<file path="src/rtl/hdmi_tmds_if.sv">
// rtl/hdmi_tmds_if.sv - pixel/sync inputs and TMDS symbol outputs of hdmi_tmds_link
interface hdmi_tmds_if;
  logic        active;
  logic        h_sync;
  logic        v_sync;
  logic [23:0] rgb;
  logic [9:0]  tmds_0;
  logic [9:0]  tmds_1;
  logic [9:0]  tmds_2;
  logic        active_out;

  modport master (output active, h_sync, v_sync, rgb,
                  input  tmds_0, tmds_1, tmds_2, active_out);
  modport slave  (input  active, h_sync, v_sync, rgb,
                  output tmds_0, tmds_1, tmds_2, active_out);
endinterface

</file>
<file path="src/rtl/hdmi_tmds_link.sv">
// rtl/hdmi_tmds_link.sv - three-channel TMDS encoder, optional HDMI preamble/guard band (HDMI_GUARD_EN)
module hdmi_tmds_link #(
  parameter int PREAMBLE_LEN = 8,
  parameter int GUARD_LEN    = 2,
  parameter int OUT_REG      = 1
) (
  input logic       clk,
  input logic       reset_low,
  hdmi_tmds_if.slave link
);
  localparam logic [9:0] CTRL_00  = 10'b1101010100;
  localparam logic [9:0] CTRL_01  = 10'b0010101011;
  localparam logic [9:0] CTRL_10  = 10'b0101010100;
  localparam logic [9:0] CTRL_11  = 10'b1010101011;
  localparam logic [9:0] GUARD_02 = 10'b1011001100;
  localparam logic [9:0] GUARD_1  = 10'b0100110011;

  function automatic logic [9:0] ctrl_sym(input logic c1, input logic c0);
    case ({c1, c0})
      2'b00:   return CTRL_00;
      2'b01:   return CTRL_01;
      2'b10:   return CTRL_10;
      default: return CTRL_11;
    endcase
  endfunction

  function automatic logic [8:0] make_qm(input logic [7:0] d);
    logic [3:0] n1;
    logic       xnor_sel;
    logic [8:0] q;
    n1       = 4'($countones(d));
    xnor_sel = (n1 > 4'd4) || ((n1 == 4'd4) && !d[0]);
    q[0]     = d[0];
    for (int i = 1; i < 8; i++)
      q[i] = xnor_sel ? ~(q[i-1] ^ d[i]) : (q[i-1] ^ d[i]);
    q[8] = ~xnor_sel;
    return q;
  endfunction

  // Active held through reset must drop once before it can start a line.
  logic armed;
  logic act_eff;
  assign act_eff = link.active & armed;

  always_ff @(posedge clk) begin
    if (!reset_low) armed <= 1'b0;
    else            armed <= armed | ~link.active;
  end

  logic        d_active, d_h, d_v;
  logic [23:0] d_rgb;
  logic        pre_mark, guard_mark;

`ifdef HDMI_GUARD_EN
  localparam int DLY = PREAMBLE_LEN + GUARD_LEN;
  localparam int PW  = $clog2(DLY + 1);

  logic [DLY-1:0] act_sr, h_sr, v_sr;
  logic [23:0]    rgb_sr [DLY];
  logic           act_q, pg_run, rise, pg_valid;
  logic [PW-1:0]  pg_cnt, pg_idx;

  assign rise = act_eff & ~act_q;

  // The marker rides alongside the delayed stream, so index 0 is the rise cycle itself.
  always_comb begin
    pg_idx   = rise ? '0 : pg_cnt;
    pg_valid = rise | pg_run;
  end

  assign pre_mark   = pg_valid && (pg_idx < PW'(PREAMBLE_LEN));
  assign guard_mark = pg_valid && !(pg_idx < PW'(PREAMBLE_LEN));

  always_ff @(posedge clk) begin
    if (!reset_low) begin
      act_q  <= 1'b0;
      pg_run <= 1'b0;
      pg_cnt <= '0;
      act_sr <= '0;
      h_sr   <= '0;
      v_sr   <= '0;
      for (int i = 0; i < DLY; i++) rgb_sr[i] <= '0;
    end else begin
      act_q <= act_eff;
      if (rise) begin
        pg_run <= (DLY > 1);
        pg_cnt <= PW'(1);
      end else if (pg_run) begin
        if (pg_cnt == PW'(DLY - 1)) begin
          pg_run <= 1'b0;
          pg_cnt <= '0;
        end else begin
          pg_cnt <= pg_cnt + 1'b1;
        end
      end
      act_sr[0] <= act_eff;
      h_sr[0]   <= link.h_sync;
      v_sr[0]   <= link.v_sync;
      rgb_sr[0] <= link.rgb;
      for (int i = 1; i < DLY; i++) begin
        act_sr[i] <= act_sr[i-1];
        h_sr[i]   <= h_sr[i-1];
        v_sr[i]   <= v_sr[i-1];
        rgb_sr[i] <= rgb_sr[i-1];
      end
    end
  end

  assign d_active = act_sr[DLY-1];
  assign d_h      = h_sr[DLY-1];
  assign d_v      = v_sr[DLY-1];
  assign d_rgb    = rgb_sr[DLY-1];
`else
  assign d_active   = act_eff;
  assign d_h        = link.h_sync;
  assign d_v        = link.v_sync;
  assign d_rgb      = link.rgb;
  assign pre_mark   = 1'b0;
  assign guard_mark = 1'b0;
`endif

  logic       s1_active, s1_pre, s1_guard, s1_h, s1_v;
  logic [8:0] s1_qm [3];
  logic [3:0] s1_n1 [3];

  always_ff @(posedge clk) begin
    if (!reset_low) begin
      s1_active <= 1'b0;
      s1_pre    <= 1'b0;
      s1_guard  <= 1'b0;
      s1_h      <= 1'b0;
      s1_v      <= 1'b0;
      for (int ch = 0; ch < 3; ch++) begin
        s1_qm[ch] <= '0;
        s1_n1[ch] <= '0;
      end
    end else begin
      s1_active <= d_active;
      s1_pre    <= pre_mark;
      s1_guard  <= guard_mark;
      s1_h      <= d_h;
      s1_v      <= d_v;
      for (int ch = 0; ch < 3; ch++) begin
        s1_qm[ch] <= make_qm(d_rgb[8*ch +: 8]);
        s1_n1[ch] <= 4'($countones(make_qm(d_rgb[8*ch +: 8]) & 9'h0FF));
      end
    end
  end

  logic signed [4:0] cnt     [3];
  logic signed [4:0] vid_cnt [3];
  logic [9:0]        vid_sym [3];
  logic signed [5:0] bal     [3];
  logic signed [5:0] c6      [3];
  logic signed [5:0] nxt     [3];

  // bal is n1-n0 of q_m[7:0]; math is done in 6 bits then narrowed, the result always fits 5.
  always_comb begin
    for (int ch = 0; ch < 3; ch++) begin
      bal[ch] = $signed({1'b0, s1_n1[ch], 1'b0}) - 6'sd8;
      c6[ch]  = {cnt[ch][4], cnt[ch]};
      if ((cnt[ch] == 5'sd0) || (s1_n1[ch] == 4'd4)) begin
        vid_sym[ch] = {~s1_qm[ch][8], s1_qm[ch][8],
                       s1_qm[ch][8] ? s1_qm[ch][7:0] : ~s1_qm[ch][7:0]};
        nxt[ch]     = s1_qm[ch][8] ? (c6[ch] + bal[ch]) : (c6[ch] - bal[ch]);
      end else if ((!c6[ch][5] && (bal[ch] > 6'sd0)) || (c6[ch][5] && (bal[ch] < 6'sd0))) begin
        vid_sym[ch] = {1'b1, s1_qm[ch][8], ~s1_qm[ch][7:0]};
        nxt[ch]     = c6[ch] + $signed({4'b0, s1_qm[ch][8], 1'b0}) - bal[ch];
      end else begin
        vid_sym[ch] = {1'b0, s1_qm[ch][8], s1_qm[ch][7:0]};
        nxt[ch]     = c6[ch] - $signed({4'b0, ~s1_qm[ch][8], 1'b0}) + bal[ch];
      end
      vid_cnt[ch] = nxt[ch][4:0];
    end
  end

  logic [9:0] s2_sym [3];
  logic       s2_active;

  always_ff @(posedge clk) begin
    if (!reset_low) begin
      s2_active <= 1'b0;
      for (int ch = 0; ch < 3; ch++) begin
        s2_sym[ch] <= CTRL_00;
        cnt[ch]    <= 5'sd0;
      end
    end else begin
      s2_active <= s1_active;
      if (s1_active) begin
        for (int ch = 0; ch < 3; ch++) begin
          s2_sym[ch] <= vid_sym[ch];
          cnt[ch]    <= vid_cnt[ch];
        end
      end else begin
        for (int ch = 0; ch < 3; ch++) cnt[ch] <= 5'sd0;
        s2_sym[0] <= s1_guard ? GUARD_02 : ctrl_sym(s1_v, s1_h);
        s2_sym[1] <= s1_guard ? GUARD_1  : (s1_pre ? CTRL_01 : CTRL_00);
        s2_sym[2] <= s1_guard ? GUARD_02 : CTRL_00;
      end
    end
  end

  generate
    if (OUT_REG != 0) begin : g_out_reg
      logic [9:0] o0, o1, o2;
      logic       oa;
      always_ff @(posedge clk) begin
        if (!reset_low) begin
          o0 <= CTRL_00;
          o1 <= CTRL_00;
          o2 <= CTRL_00;
          oa <= 1'b0;
        end else begin
          o0 <= s2_sym[0];
          o1 <= s2_sym[1];
          o2 <= s2_sym[2];
          oa <= s2_active;
        end
      end
      assign link.tmds_0     = o0;
      assign link.tmds_1     = o1;
      assign link.tmds_2     = o2;
      assign link.active_out = oa;
    end else begin : g_no_out_reg
      assign link.tmds_0     = s2_sym[0];
      assign link.tmds_1     = s2_sym[1];
      assign link.tmds_2     = s2_sym[2];
      assign link.active_out = s2_active;
    end
  endgenerate
endmodule
</file>
<file path="src/flat_wrapper.sv">
// flat-port wrapper written by rule: the top's interface ports become plain ports
module hdmi_tmds_link_flat 
#(
  parameter int PREAMBLE_LEN = 8,
  parameter int GUARD_LEN    = 2,
  parameter int OUT_REG      = 1
)
  (clk, reset_low, link_active, link_h_sync, link_v_sync, link_rgb, link_tmds_0, link_tmds_1, link_tmds_2, link_active_out);
  hdmi_tmds_if link_i ();
  input logic clk;
  input logic reset_low;
  input wire logic [$bits(link_i.active)-1:0] link_active;
  input wire logic [$bits(link_i.h_sync)-1:0] link_h_sync;
  input wire logic [$bits(link_i.v_sync)-1:0] link_v_sync;
  input wire logic [$bits(link_i.rgb)-1:0] link_rgb;
  output wire logic [$bits(link_i.tmds_0)-1:0] link_tmds_0;
  output wire logic [$bits(link_i.tmds_1)-1:0] link_tmds_1;
  output wire logic [$bits(link_i.tmds_2)-1:0] link_tmds_2;
  output wire logic [$bits(link_i.active_out)-1:0] link_active_out;
  assign link_i.active = link_active;
  assign link_i.h_sync = link_h_sync;
  assign link_i.v_sync = link_v_sync;
  assign link_i.rgb = link_rgb;
  assign link_tmds_0 = link_i.tmds_0;
  assign link_tmds_1 = link_i.tmds_1;
  assign link_tmds_2 = link_i.tmds_2;
  assign link_active_out = link_i.active_out;
  hdmi_tmds_link #(.PREAMBLE_LEN(PREAMBLE_LEN), .GUARD_LEN(GUARD_LEN), .OUT_REG(OUT_REG)) u_core (.clk(clk), .reset_low(reset_low), .link(link_i));
endmodule
</file>
<file path="config.mk">
export PLATFORM = sky130hd
export DESIGN_NAME = hdmi_tmds_link_flat
export DESIGN_NICKNAME = d
export VERILOG_FILES = /design/src/rtl/hdmi_tmds_if.sv /design/src/rtl/hdmi_tmds_link.sv /design/src/flat_wrapper.sv
export SDC_FILE = /design/constraint.sdc
export NUM_CORES = 1
export LEC_CHECK = 0
export BUFFER_PORTS_ARGS = -buffer_cell sky130_fd_sc_hd__buf_4
export CAP_MARGIN = 30
export CORE_MARGIN = 3
export CORE_UTILIZATION = 40
export DETAILED_ROUTE_END_ITERATION = 8
export PLACE_DENSITY_LB_ADDON = 0.15
export SYNTH_ARGS = -nofsm -noshare
export SYNTH_HDL_FRONTEND = slang
export SYNTH_SLANG_ARGS = --single-unit
export TNS_END_PERCENT = 10
</file>
<file path="constraint.sdc">
create_clock -name clk -period 6.35 [get_ports clk]
set_clock_uncertainty 0.1 [all_clocks]
set_input_delay 0.3175 -clock clk [delete_from_list [all_inputs] [get_ports clk]]
set_output_delay 0.3175 -clock clk [all_outputs]
set_load 0.1 [all_outputs]
</file>
# [Yosys cells after proc, flatten, opt, wreduce, memory -nomap -nowiden]
# Memories as Yosys holds them, arrays and structs flattened. A register that Yosys moved wholly into a read port is not among the register bits.
# Index checks and enable logic that the tools add are counted.
[word_totals] regBits=6 ramBits=84 input_bits=29 output_inout_bits=31 word_cells=261 memories=4
[op_classes] add_sub_neg=63 n_lt_le_gt_ge=9 n_eq_ne=8 mux=68 n_bitwise=72 n_reduce_logical=31
[mem_list] name="u_core.s2_sym" words=3 width=10 read_ports=3 rd_ports_with_merged_regs=3 write_ports=3 line="hdmi_tmds_link.sv:177" text="logic [9:0] s2_sym [3];"
[mem_list] name="u_core.s1_qm" words=3 width=9 read_ports=3 rd_ports_with_merged_regs=0 write_ports=3 line="hdmi_tmds_link.sv:123" text="logic [8:0] s1_qm [3];"
[mem_list] name="u_core.cnt" words=3 width=5 read_ports=3 rd_ports_with_merged_regs=0 write_ports=3 line="hdmi_tmds_link.sv:150" text="logic signed [4:0] cnt [3];"
[mem_list] name="u_core.s1_n1" words=3 width=4 read_ports=3 rd_ports_with_merged_regs=0 write_ports=3 line="hdmi_tmds_link.sv:124" text="logic [3:0] s1_n1 [3];"
[ops] cell="$mux W10" count=14
[ops] cell="$mux W5" count=15
[ops] cell="$add A4 B4 Y4" count=18
[ops] cell="$add A1 B1 Y2" count=24
[ops] cell="$add A5 B5 Y5" count=6
[ops] cell="$pmux W10 S3" count=1
[ops] cell="$sub A5 B5 Y5" count=6
[ops] cell="$mux W1" count=29
[ops] cell="$not A1 Y1" count=28
[ops] cell="$mux W9" count=3
[ops] cell="$eq A4 B3 Y1 const B" count=6
[ops] cell="$mux W8" count=3
[ops] cell="$not A8 Y8" count=3
[ops] cell="$xor A1 B1 Y1" count=21
[ops] cell="$or A1 B1 Y1" count=19
[ops] cell="$gt A6 B1 Y1 const B" count=3
[ops] cell="$lt A6 B1 Y1 const B" count=3
[ops] cell="$sub A5 B4 Y6 const B" count=3
[ops] cell="$add A5 B3 Y5" count=3
[ops] cell="$logic_not A5 Y1" count=3
[ops] cell="$sub A5 B3 Y5" count=3
[ops] cell="$gt A4 B3 Y1 const B" count=3
[ops] cell="$mux W4" count=3
[ops] cell="$logic_and A1 B1 Y1" count=9
[ops] cell="6 further kinds" count=22

# [Depth between registers and ports, before layout]
# Gate-level depths: netlist (run 1).
[depth] ltp_word=29 mapped_depth=21 mapped_depth_nobuf=21

# [Worst setup path after synthesis (run 1)]
# OpenSTA, ideal clock, no wires.
[synth_timing] kind="input port to flip-flop" start="input port link_rgb[0]" end="memory u_core.s1_n1[0][2]" setup_ps=115 t_arrival_ps=5147 required_time_ps=6135 slack_ps=988 stages=21 path_buffers=0 path_cell_list="inv_1 -> fa_1 -> inv_1 -> ha_1 -> ha_1 -> inv_1 -> fa_1 -> inv_1 -> ha_1 -> inv_1 -> fa_1 -> o21ai_1 -> xor2_1 -> nor2_1 -> fa_1 -> inv_1 -> fa_1 -> inv_1 -> ha_1 -> fa_1 -> and2_1"
[synth_lines] element="from (decl)" line="flat_wrapper.sv:15" text="input wire logic [$bits(link_i.rgb)-1:0] link_rgb;"
[synth_lines] element="to (decl)" line="hdmi_tmds_link.sv:124"

==> results of run 1 <==
==> routing by layer <==
metal	wire length, um	share of wire	up-vias	global-route usage
met3	462	0.034	13	0.0336
met1	6510	0.48	2221	0.191
li1	-	-	2370	-
met4	189	0.014	0	0.0490
met2	6380	0.47	67	0.236
met5	0	0	-	0
==> placed cells by master (no fill, tap or decap), types with 16 or more instances in the layout <==
cell,Yosys,routed
fa_1,37,37
nand2b_1,18,18
nor2_1,53,53
conb_1,1,42
ha_1,78,78
buf_4,0,60
inv_1,75,75
xor2_1,22,22
and2_1,43,43
xnor2_1,50,50
nand2_1,27,27
clkbuf_16,0,19
dfxtp_1,75,75
edfxtp_1,45,45
a211oi_1,16,16
==> logic make-up after synthesis <==
group | synth area share
muxes | 0.0199
adders and majority gates | 0.235
xor gates and xnor gates | 0.0949
AOI/OAI and AO/OA | 0.0652
and+or+nand+nor | 0.141
DFF | 0.391
other | 0.000514
buffers and inverters | 0.0520
==> worst max path at each step <==
stage	from	cells past startpoint	slack [ns]	end
after floorplan	link_rgb[0]	21	0.99	u_core.s1_n1[0][2]
after global placement	link_rgb[0]	22	0.71	u_core.s1_n1[0][2]
after detailed placement	link_rgb[0]	22	0.48	u_core.s1_n1[0][2]
after CTS	link_rgb[0]	22	0.92	u_core.s1_n1[0][2]
after global routing	link_rgb[0]	22	0.67	u_core.s1_n1[0][2]
final	link_rgb[0]	22	0.93	u_core.s1_n1[0][2]
==> per-stage QoR <==
step	power [mW]	util	instance area [um2]	hold slack (ns)	cells
4_1_cts	3.75	0.496	8690	0.00263	1013
3_5_place_dp	2.78	0.461	8080	0.309	979
2_1_floorplan	2.42	-	7440	0.301	713
3_3_place_gp	2.72	0.461	8080	0.304	979
6_report	3.70	0.496	8690	0.0160	1013
5_1_grt	4.04	0.496	8690	0.00527	1013
==> cell type report <==
class,instances,area [um2]
Timing Repair Buffer,62,470
Sequential cell,120,2850
Multi-Input combinational cell,498,4210
Clock buffer,22,497
Inverter,76,285
Fill cell,1612,8850
Clock inverter,10,91.3
Tap cell,225,282
==> synthesized netlist by cell type, drive strengths merged, types with 4 or more instances <==
| library cell | number | area (um2) |
|---|---|---|
| o21ai | 17 | 100 |
| mux2i | 6 | 88.8 |
| buf | 4 | 37.5 |
| mux2 | 5 | 56.3 |
| xnor2 | 51 | 454 |
| nor3 | 11 | 70.1 |
| ha | 78 | 976 |
| inv | 75 | 282 |
| nor2 | 53 | 199 |
| a211oi | 16 | 120 |
| a21o | 6 | 45.0 |
| and3 | 7 | 46.3 |
| o21a | 4 | 37.5 |
| xor2 | 22 | 193 |
| nand2b | 18 | 113 |
| nor3b | 6 | 45.0 |
| fa | 37 | 741 |
| nand2 | 27 | 101 |
| and2 | 45 | 282 |
| dfxtp | 75 | 1500 |
| clkbuf | 15 | 56.3 |
| edfxtp | 45 | 1350 |
| a21oi | 7 | 38.8 |
==> power groups by stage <==
| stage | registers, mW | clock network, mW | logic (mW) |
|---|---|---|---|
| CTS | 0.986 | 0.965 | 1.80 |
| global placement | 0.999 | 0 | 1.72 |
| finish | 0.985 | 0.941 | 1.78 |
| global route | 0.997 | 0.998 | 2.05 |
| floorplan | 1.03 | 0 | 1.38 |
| detailed placement | 1.00 | 0 | 1.78 |
==> worst reg2reg max path, delay by kind of cell, from the launching register on <==
kind | cells | cell delay [ns]
compound gates | 3 | 0.77
buf+inv | 2 | 0.25
fa+ha+maj | 2 | 0.62
simple gates | 2 | 0.50
flops | 1 | 0.45
==> registers in the layout, indices dropped and copies added (netlist names), 10 cells and up <==
| register | cells |
|---|---|
| u_core.link.tmds_0 | 10 |
| u_core.s2_sym | 30 |
| u_core.link.tmds_1 | 10 |
| u_core.link.tmds_2 | 10 |
| u_core.s1_n1 | 12 |
| u_core.cnt | 15 |
| u_core.s1_qm | 27 |
==> repair_timing <==
action / in CTS / in global routing
hold buffers: 2 / 0
endpoints found under the hold margin: 2 / 0
buffers inserted: 0 / 0
==> metrics.yaml, run 1 <==
outcome:
  status: "finished clean"
power_and_ir_drop:
  leakage_nw: 3.83
  p_switching_mw: 1.40
  powerDensity_nw_per_um2: 426
  power_frac_clock: 0.254
  swShare: 0.379
  p_int_mw: 2.30
  ir_worst_vdd_uv: 224
  power_frac_seq: 0.266
  combinationalPowerShare: 0.480
clock_tree:
  numCtsBuffers: 17
  clock_sinks: 120
  cts_root_buffer: "clkbuf_16"
  clk-insertion-delay-late_ns: 0.41
  cts_resized: 0
  cts_max_level: 4
  cts_tree: "done"
  cts_buffer_depth: 2
  clkTransAtPathRegs_ns: 0.05
sta:
  rsz0062_at_grt: "false"
  setup_slack_ns: 0.929
  finalHoldViolCount: 0
  tightest_slew_ns: 0.856
  min_period_ns: 5.42
  max_freq_mhz: 184
  max_slew_margin: 0.429
  finalSetupViolations: 0
  finalSetupTns_ns: 0
  finalCritPeriodShare: 0.854
  report.final.slew_viol_count: 0
critical_path:
  crit_required_ns: 6.55
  crit_buf_inv: 8
  critPathMostFrequentCell: "inv_1"
  critical_path_arrival_ns: 5.62
  path_delay_family: "adder cells"
  ff2ff_setup_slack_ns: 3.41
  rr_startpoint: "u_core.s1_qm[0][26]"
  crit_type: "in -> reg"
  r2r_end: "u_core.cnt[0][14]"
  crit_chain: "buf_4 > inv_1 > fa_1 > inv_1 > ha_1 > ha_1 > inv_1 > fa_1 > inv_1 > ha_1 > inv_1 > fa_1 > o21ai_1 > xor2_1 > nor2_1 > fa_1 > inv_1 > fa_1 > inv_1 > ha_1 > fa_1 > and2_1"
  worstRegToRegCells: 9
  critPathCaptureType: "flop"
  path_max_fanout: 5
  cp-start-kind: "input pin"
  max_stage_delay_ns: 0.54
  slowest_stage: "fa_1"
placed_design:
  preCtsSetupSlack_ns: 0.483
  dpl.hpwl_um: 10200
  io_buffer_count: 59
  place_congestion: 0.787
drt:
  viasPerCell: 4.61
  post_drt_wl_per_cell_um: 13.4
  first_iter_violations: 169
  first_pass_iters: 4
  finalWirelength_um: 13500
  antenna_left: 0
  drc_errors: 0
  routed-via-count: 4671
yosys:
  synth_flop_cell: "dfxtp_1"
  ys_async_sr_fraction: 0
  syn_area_um2: 7290
  avgSynthCellArea_um2: 10.8
  ys_seq_area_frac: 0.391
  synth_edf_count: 45
  ys_warn_count: 0
  synthCells: 672
  yosysUniqueCellTypes: 55
  ys_seq_elements: 120
final_layout:
  finalNetCount: 919
  drive_gt1_frac: 0.147
  diodes: 0
  syn_to_final_growth_pct: 19.2
global_routing:
  grt.total_usage: 0.145
  grt_max_degree: 63
  antenna_found_initial: 0
  grt_pass1_wl_um: 23200
  grt_remaining_overflow: 0
  grt_pass1_vias: 4873
floorplanning:
  io-pin-count: 60
  row_count: 48
  coreArea_um2: 17500
  die_w_um: 141
  fp.dieH_um: 141
  dieArea_um2: 19900
  start_util: 0.416
min_path:
  whs_path_depth: 2
  min_to: "u_core.s1_v"
  hold_class: "in -> reg"
  hp-start: "link_v_sync"
job:
  maxCapViolations: 0
Note: power is estimated with default switching activity, not from simulation.
==> run 2: changes to the inputs <==
- clock period: 6.35 -> 4.5 ns (I/O delays scaled with it)
==> run 2 against run 1 <==
- the flow now finishes with violations (setup timing)
- hold slack better by 0.036 ns
- register-to-register slack worse by 1.8 ns
- count of clock-buffer cells in the layout down 4
- routed wire length up 0.81%
- sequential cell count unchanged
- sequential share of layout area down 1.7 points
- die area unchanged
- largest cell class unchanged
- setup slack worse by 1.1 ns
==> metrics.yaml, run 2 (synthesis results as in run 1) <==
outcome:
  status: "finished with violations"
  failed_checks: "setup timing"
clock_tree:
  numCtsBuffers: 17  # unchanged
  cts_root_buffer: "clkbuf_16"
  cts_max_level: 4  # unchanged
  cts_buffer_depth: 2  # unchanged
  clk-insertion-delay-late_ns: 0.41  # about the same
  clock_sinks: 120  # unchanged
  cts_tree: "done"
  clkTransAtPathRegs_ns: 0.05  # about the same
critical_path:
  path_max_fanout: 4  # -1
  crit_type: "in -> reg"
  rr_startpoint: "u_core.cnt[0][7]"
  critPathCaptureType: "flop"
  ff2ff_setup_slack_ns: 1.62  # -1.79 ns
  cp-startpoint: "link_rgb[1]"
  r2r_end: "u_core.cnt[0][9]"
  critical_path_arrival_ns: 4.92  # -0.70 ns
  crit_required_ns: 4.70  # -1.85 ns
  crit_end: "u_core.s1_n1[0][2]"
  worstRegToRegCells: 9  # unchanged
  cp-start-kind: "input pin"
global_routing:
  antenna_found_initial: 0  # unchanged
  grt_max_degree: 63  # unchanged
  grt_pass1_wl_um: 23200  # +0.12%
  grt.total_usage: 0.145  # +0.000545
  grt_remaining_overflow: 0  # unchanged
  grt_pass1_vias: 5137  # +5.4%
sta:
  setup_slack_ns: -0.216  # -1.15 ns
  rsz0062_at_grt: "true"
  finalSetupViolations: 4  # +4
  finalHoldViolCount: 0  # unchanged
  finalSetupTns_ns: -0.401  # -0.401 ns
  report.final.slew_viol_count: 0  # unchanged
  max_slew_margin: 0.513  # +0.0845
  finalCritPeriodShare: 1.05
  min_period_ns: 4.72
  tightest_slew_ns: 0.716  # -0.140 ns
  max_freq_mhz: 212
placed_design:
  dpl.hpwl_um: 10500  # +3.0%
  io_buffer_count: 59  # unchanged
  place_congestion: 0.839  # +6.6%
drt:
  routed-via-count: 4911  # +5.1%
  drc_errors: 0  # unchanged
  first_iter_violations: 162  # -4.1%
  first_pass_iters: 4  # unchanged
  antenna_left: 0  # unchanged
  post_drt_wl_per_cell_um: 12.9  # -3.4%
  finalWirelength_um: 13600  # +0.81%
  viasPerCell: 4.65  # +0.76%
final_layout:
  drive_gt1_frac: 0.216  # +0.0691
  top_regs: "u_core.s2_sym: 30 flops, u_core.s1_qm: 27 flops, u_core.cnt: 15 flops"
  diodes: 0  # unchanged
  largest_reg_flops: 30  # unchanged
  syn_to_final_growth_pct: 25.7
  top_register: "u_core.s2_sym"
  mostFrequentLayoutCells: "buf_4 (101), dfxtp_1 (75), ha_1 (73), inv_1 (70), nor2_1 (51)"
  finalNetCount: 963  # +4.8%
  layout_commonest_cell: "buf_4"
power_and_ir_drop:
  totalPowerFinal_mw: 5.47  # +48%
  ir_worst_vdd_uv: 281  # +26%
  powerDensity_nw_per_um2: 597  # +40%
  leakage_nw: 4.06  # +6.0%
floorplanning:
  coreArea_um2: 17500  # unchanged
  row_count: 48  # unchanged
  dieArea_um2: 19900  # unchanged
  fp.dieH_um: 141  # unchanged
  io-pin-count: 60  # unchanged
  start_util: 0.416  # unchanged
  die_w_um: 141  # unchanged
min_path:
  hold_class: "in -> reg"
job:
  maxCapViolations: 0  # unchanged
## run 2: cell types whose count changed in the layout (fill, tap and decap cells not counted), moves of 4 or more
cell,change
inv_2,+4
xor2_1,-4
inv_1,-5
ha_1,-5
buf_4,+41
## run 2: worst min-delay path by stage
stage | startpoint | to | slack, ns | cells after the start
6_report | link_rgb[5] | u_core.s1_qm[0][6] | 0.05 | 3
5_1_grt | link_rgb[5] | u_core.s1_qm[0][6] | 0.05 | 3
4_1_cts | link_rgb[5] | u_core.s1_qm[0][6] | 0.03 | 3
3_5_place_dp | u_core.s2_sym[2][8] | u_core.link.tmds_2[8] | 0.31 | 1
3_3_place_gp | u_core.s2_sym[2][2] | u_core.link.tmds_2[2] | 0.30 | 1
2_1_floorplan | link_active | u_core.armed | 0.22 | 1
## run 2: per-layer routing
layer	wire [um]	vias to the layer above	GRT usage
li1	-	2463	-
met1	6210	2343	0.177
met3	524	13	0.0356
met5	0	-	0
met4	176	0	0.0490
met2	6730	92	0.252
## run 2: what timing repair did
| action | in CTS | in global routing |
|---|---|---|
| endpoints found under the setup margin | 6 | 7 |
| endpoints found under the hold margin | 4 | 0 |
| gates cloned | 0 | 0 |
| buffers inserted | 3 | 1 |
| resized for setup | 11 | 6 |
| pin swaps | 9 | 11 |
| hold buffers | 3 | 0 |
## run 2: per-stage QoR
step                cells  worst slack (ns)  area [um2]  hold slack, ns  utilization
floorplan             713            -0.525        7480           0.221            -
global placement     1018            -0.672        8420           0.305        0.480
detailed placement   1018            -0.887        8420           0.312        0.480
CTS                  1056            -0.299        9130          0.0260        0.520
global route         1057            -0.393        9170          0.0541        0.523
finish               1057            -0.216        9170          0.0520        0.523
## run 2: area by class of cell
| cell class | instances | area [um2] |
|---|---|---|
| clock buffers | 18 | 429 |
| clock inverters | 14 | 173 |
| fillers | 1578 | 8370 |
| inverters | 76 | 288 |
| multi-input cells | 498 | 4330 |
| flip-flops and latches | 120 | 2850 |
| well taps | 225 | 282 |
| repair buffers | 106 | 815 |
## run 2: worst max-delay path: stages
cell,delay (ns)
buf_8,0.08
inv_4,0.03
fa_1,0.54
inv_2,0.05
ha_4,0.16
ha_4,0.25
inv_2,0.03
fa_1,0.44
inv_1,0.07
ha_2,0.16
inv_2,0.04
fa_1,0.48
o21ai_4,0.26
xor2_2,0.19
nor2_2,0.08
fa_1,0.55
inv_1,0.05
fa_1,0.48
inv_1,0.04
ha_2,0.16
fa_1,0.41
and2_1,0.14
## run 2: power by group
part	switching [mW]	total (mW)	internal, mW
registers	0.0986	1.38	1.28
logic	1.42	2.72	1.29
clock network	0.495	1.37	0.874
